`src/rtl/bsg_credit_flow_sender.sv`:
```
// Sender side of a credit-based link: registers accepted words onto a no-backpressure link
// and tracks in-flight words against a fixed credit budget.
// Optional feature macro: BSG_CREDIT_SENDER_BYPASS_EN (same-cycle credit reuse at full budget).
module bsg_credit_flow_sender #(
    parameter int  width_p      = 32,
    parameter int  credit_max_p = 9,
    localparam int cnt_width_lp = $clog2(credit_max_p + 1)
) (
    input  logic                    clk_i,
    input  logic                    reset_n_i,
    input  logic [width_p-1:0]      data_i,
    input  logic                    v_i,
    output logic                    ready_o,
    output logic [width_p-1:0]      data_o,
    output logic                    v_o,
    input  logic                    credit_i,
    output logic [cnt_width_lp-1:0] outstanding_o,
    output logic                    up_o,
    output logic                    down_o,
    output logic                    error_o
);

    localparam logic [cnt_width_lp-1:0] credit_max_lp = cnt_width_lp'(credit_max_p);
    localparam logic [cnt_width_lp-1:0] cnt_one_lp    = cnt_width_lp'(32'd1);
    localparam logic [cnt_width_lp-1:0] cnt_zero_lp   = {cnt_width_lp{1'b0}};

    logic [cnt_width_lp-1:0] outstanding_r;
    logic [cnt_width_lp-1:0] cnt_next_s;
    logic [width_p-1:0]      data_r;
    logic                    v_r;
    logic                    error_r;

    logic                    credit_avail_s;
    logic                    ready_s;
    logic                    accept_s;
    logic                    down_s;
    logic                    underflow_s;

    assign credit_avail_s = (outstanding_r < credit_max_lp);

`ifdef BSG_CREDIT_SENDER_BYPASS_EN
    // A credit arriving this cycle frees a slot immediately, so the link can run at full rate at max budget.
    assign ready_s = credit_avail_s | credit_i;
`else
    assign ready_s = credit_avail_s;
`endif

    assign accept_s    = v_i & ready_s;
    assign down_s      = credit_i & (outstanding_r != cnt_zero_lp);
    assign underflow_s = credit_i & (outstanding_r == cnt_zero_lp);

    // Occupancy next-state: simultaneous send and credit return cancel out.
    always_comb begin
        cnt_next_s = outstanding_r;
        case ({accept_s, down_s})
            2'b10:   cnt_next_s = outstanding_r + cnt_one_lp;
            2'b01:   cnt_next_s = outstanding_r - cnt_one_lp;
            default: cnt_next_s = outstanding_r;
        endcase
    end

    // Link register, occupancy counter and sticky underflow flag.
    always_ff @(posedge clk_i or negedge reset_n_i) begin
        if (!reset_n_i) begin
            outstanding_r <= cnt_zero_lp;
            data_r        <= {width_p{1'b0}};
            v_r           <= 1'b0;
            error_r       <= 1'b0;
        end else begin
            outstanding_r <= cnt_next_s;
            v_r           <= accept_s;
            if (accept_s) begin
                data_r <= data_i;
            end else begin
                data_r <= data_r;
            end
            error_r       <= error_r | underflow_s;
        end
    end

    assign ready_o       = ready_s;
    assign data_o        = data_r;
    assign v_o           = v_r;
    assign outstanding_o = outstanding_r;
    assign up_o          = accept_s;
    assign down_o        = down_s;
    assign error_o       = error_r;

endmodule

```
`config.mk`:
```
export PLATFORM = sky130hd
export DESIGN_NAME = bsg_credit_flow_sender
export DESIGN_NICKNAME = d
export VERILOG_FILES = /design/src/rtl/bsg_credit_flow_sender.sv
export SDC_FILE = /design/constraint.sdc
export NUM_CORES = 1
export LEC_CHECK = 0
export ABC_CLOCK_PERIOD_IN_PS = 7150
export CORE_UTILIZATION = 30
export CTS_CLUSTER_SIZE = 8
export DETAILED_ROUTE_END_ITERATION = 8
export PLACE_DENSITY_LB_ADDON = 0.2
export REMOVE_ABC_BUFFERS = 1
export SETUP_SLACK_MARGIN = 0.5
export SYNTH_ARGS = -nofsm -noshare
export SYNTH_HDL_FRONTEND = slang
export SYNTH_SLANG_ARGS = --single-unit
```
`constraint.sdc`:
```
create_clock -name clk_i -period 7.15 [get_ports clk_i]
set_input_delay 1.43 -clock clk_i [delete_from_list [all_inputs] [get_ports clk_i]]
set_output_delay 1.43 -clock clk_i [all_outputs]
set_load 0.02 [all_outputs]
```
==> results by group <==
Run status
  – Outcome: completed

Global route
  – First-pass GRT wire length: 6.13 mm
  – GRT busiest layer: met2
  – Total congestion overflow: 0
  – Met3 Usage GRT: 0.0471
  – Largest net degree at the start of global routing: 39
  – Total GRT Usage: 0.135
  – Global Route met1 Usage: 0.172
  – M2 GR Usage: 0.205
  – Initial antenna violation count: 0
  – Vias in the first global route: 1170

Worst hold path
  – Hold crit path type: reg2reg
  – Hold path depth: 1

CTS
  – Root Driver: clkbuf_8
  – Cts hold-fix bufs: 0
  – H-tree levels: 2
  – Clock sinks: 38
  – Cts bufs inserted: 5
  – Worst skew pair latency: 290 ps
  – CTS tree: built
  – Post-cts resize count: 0
  – CTS max path bufs: 2
  – Worst-path clk slew: 80 ps
  – Postcts setup bufs: 0

STA
  – Fmax: 222 MHz
  – Setup_tns: 0 ps
  – RSZ-0062 raised after global routing: false
  – Final clock skew: 8.71 ps
  – Worst slew pin tran: 838 ps
  – Worst Slack Setup Final: 2640 ps
  – Max-slew headroom: 0.441
  – Max Slew Vio Count: 0
  – Tcrit/Tclk final: 0.631
  – Hold Fails Final Rpt: 0
  – Final setup fails: 0
  – Final Critical Period: 4510 ps

Cells and area
  – Area grow syn2layout: 55.6%
  – Net count, final: 224
  – Diode count: 0
  – Proportion of layout cells with a drive suffix above 1: 0.238
  – Post-Route Utilization: 0.483
  – Multi-input combinational cell area: 703 um2
  – Final cell count without fillers: 257
  – Register area: 951 um2
  – Fillcell total: 482

Placement
  – Placer congestion estimate: 0.736
  – Pre-CTS setup slack: 2630 ps
  – Port buffer count: 76
  – Placed Cells: 249
  – HPWL after DPL: 2.61 mm

Critical path
  – Critical path origin: v_i
  – Reg2Reg Setup Slack: 4240 ps
  – Delay-heaviest family, CP: buffers and inverters
  – Worst setup SP type: input pin
  – Crit path capture type: primary output
  – Worst EP required: 5720 ps
  – Crit path max fanout: 34
  – Crit-path max cell delay: 620 ps
  – Critical path arrival: 3080 ps
  – Crit-path cells: clkdlybuf4s50_1 -> nand2_4 -> inv_1 -> clkdlybuf4s50_1
  – CP Class: in2out
  – Crit Reg-Reg Startpoint: outstanding_o[0]
  – R2r endpoint: outstanding_o[3]
  – Most frequent CP cell: clkdlybuf4s50_1
  – Slowest-stage cell, CP: clkdlybuf4s50_1
  – Critical Path Stages: 4
  – Worst path buffer plus inverter count: 3
  – Crit path capture: up_o
  – Worst R2R Path Depth: 7

Routing
  – Drt via density: 4.40
  – Wire length per cell: 14.4 um
  – Iteration-0 DRC Markers: 56
  – Via count: 1131
  – WL final: 3.70 mm
  – Drc violations: 0
  – Post-route ant nets: 0
  – 1st-pass router iterations: 4

Logic synthesis
  – Sequential area share after synthesis: 0.556
  – Synth cell types: 25
  – Seq cells post-synth: 38
  – Avg Inst Size Synth: 16.3 um2
  – Cells after Synth: 105
  – YS warnings: 0
  – Mapped Area: 1710 um2

Power
  – Clock power share: 0.172
  – Static leakage: 1.18 nW
  – P_sw: 0.000456 W
  – Cell internal pwr: 0.000852 W
  – Cell Pwr Density: 492 nW/um2
  – Seq pwr share: 0.303
  – Net Sw Frac: 0.348
  – Worst VDD drop: 0.190 mV
  – Comb pwr share: 0.524

Floorplan
  – Core region area: 5510 um2
  – Die X: 77.5 um
  – Die Ht: 77.5 um
  – Rows: 27
  – Die area: 6010 um2
  – Initial Utilization: 0.311
  – I/O Pins: 77

Flow run
  – MaxCap Viol Count: 0
==> power by group through the flow <==
stage                     sequential (W)  combinational, W  clock, W
after floorplan                 0.000526          0.000264         0
after global placement          0.000397          0.000679         0
after detailed placement        0.000401          0.000691         0
after CTS                       0.000397          0.000695  0.000229
after global routing            0.000413          0.000726  0.000242
final                           0.000396          0.000686  0.000226
==> layer usage <==
layer | up-vias | routed length (um)
li1 | 530 | -
met1 | 551 | 1700
met2 | 45 | 1730
met3 | 5 | 204
met4 | 0 | 59
met5 | - | 0
==> synth_stat cells <==
cell type / instances / area, um2
o21ai_0: 1 / 5.00
xor2_1: 1 / 8.76
nand2_4: 1 / 11.3
o211ai_1: 1 / 7.51
nor4_1: 1 / 6.26
clkbuf_1: 1 / 3.75
a21oi_1: 2 / 10.0
xnor2_1: 1 / 8.76
mux2_2: 5 / 56.3
nand2_1: 1 / 3.75
buf_6: 3 / 33.8
nand3_1: 2 / 10.0
mux2i_1: 1 / 10.0
or4b_1: 1 / 10.0
ha_1: 3 / 37.5
o31ai_4: 1 / 21.3
mux2_4: 28 / 420
a21o_1: 1 / 7.51
inv_1: 5 / 18.8
a2111o_1: 1 / 11.3
o311ai_0: 1 / 8.76
fa_1: 1 / 20.0
nor3b_1: 3 / 22.5
dfrtp_1: 38 / 951
nor2b_1: 1 / 6.26
==> worst reg2reg max path: cells and delay by family, from the launching register on <==
family          cells  cell delay (ps)
fa+ha+maj           2              830
simple gates        2              910
flops               1              490
compound gates      3              570
==> layout make-up <==
| class | count | area share |
|---|---|---|
| Sequential cell | 38 | 0.357 |
| Multi-Input combinational cell | 58 | 0.264 |
| Inverter | 5 | 0.00705 |
| Clock buffer | 6 | 0.0310 |
| Timing Repair Buffer | 76 | 0.284 |
| Clock inverter | 2 | 0.0226 |
| Tap cell | 72 | 0.0339 |
==> worst min-delay path by stage <==
stage / startpoint / slack (ps) / to
6_report: error_o / 460 / error_o
5_1_grt: error_o / 490 / error_o
4_1_cts: error_o / 460 / error_o
3_5_place_dp: error_o / 440 / error_o
3_3_place_gp: error_o / 440 / error_o
2_1_floorplan: error_o / 570 / error_o
==> cells in the final DEF (no fill, tap or decap), types with 2 or more instances in the layout <==
| master | count |
|---|---|
| clkdlybuf4s50_1 | 75 |
| inv_1 | 5 |
| bufinv_16 | 2 |
| dfrtp_1 | 38 |
| ha_1 | 3 |
| mux2_2 | 5 |
| a21oi_1 | 2 |
| nor3b_1 | 3 |
| mux2_4 | 28 |
| nand3_1 | 2 |
| clkbuf_8 | 6 |
==> registers in the layout, summed over array words and instances, names as in the netlist <==
name           flops
data_o            32
outstanding_o      4
error_o            1
v_o                1
==> stage by stage <==
stage	hold WS, ps	total power (W)	instance area, um2
2_1_floorplan	565	0.000790	1670
3_3_place_gp	440	0.00108	2520
3_5_place_dp	443	0.00109	2520
4_1_cts	460	0.00132	2660
5_1_grt	486	0.00138	2660
6_report	458	0.00131	2660
==> cell families (layout without fill, tap and decap cells) <==
kind of cell	count (synthesis)	after routing	share of synthesized area
xor gates and xnor gates	2	2	0.0102
muxes	34	34	0.285
DFF	38	38	0.556
AOI/OAI and AO/OA	8	8	0.0417
adders and majority gates	4	4	0.0337
buffers and inverters	9	89	0.0329
and+or+nand+nor	10	10	0.0410
Power figures use the tool's default switching activity.
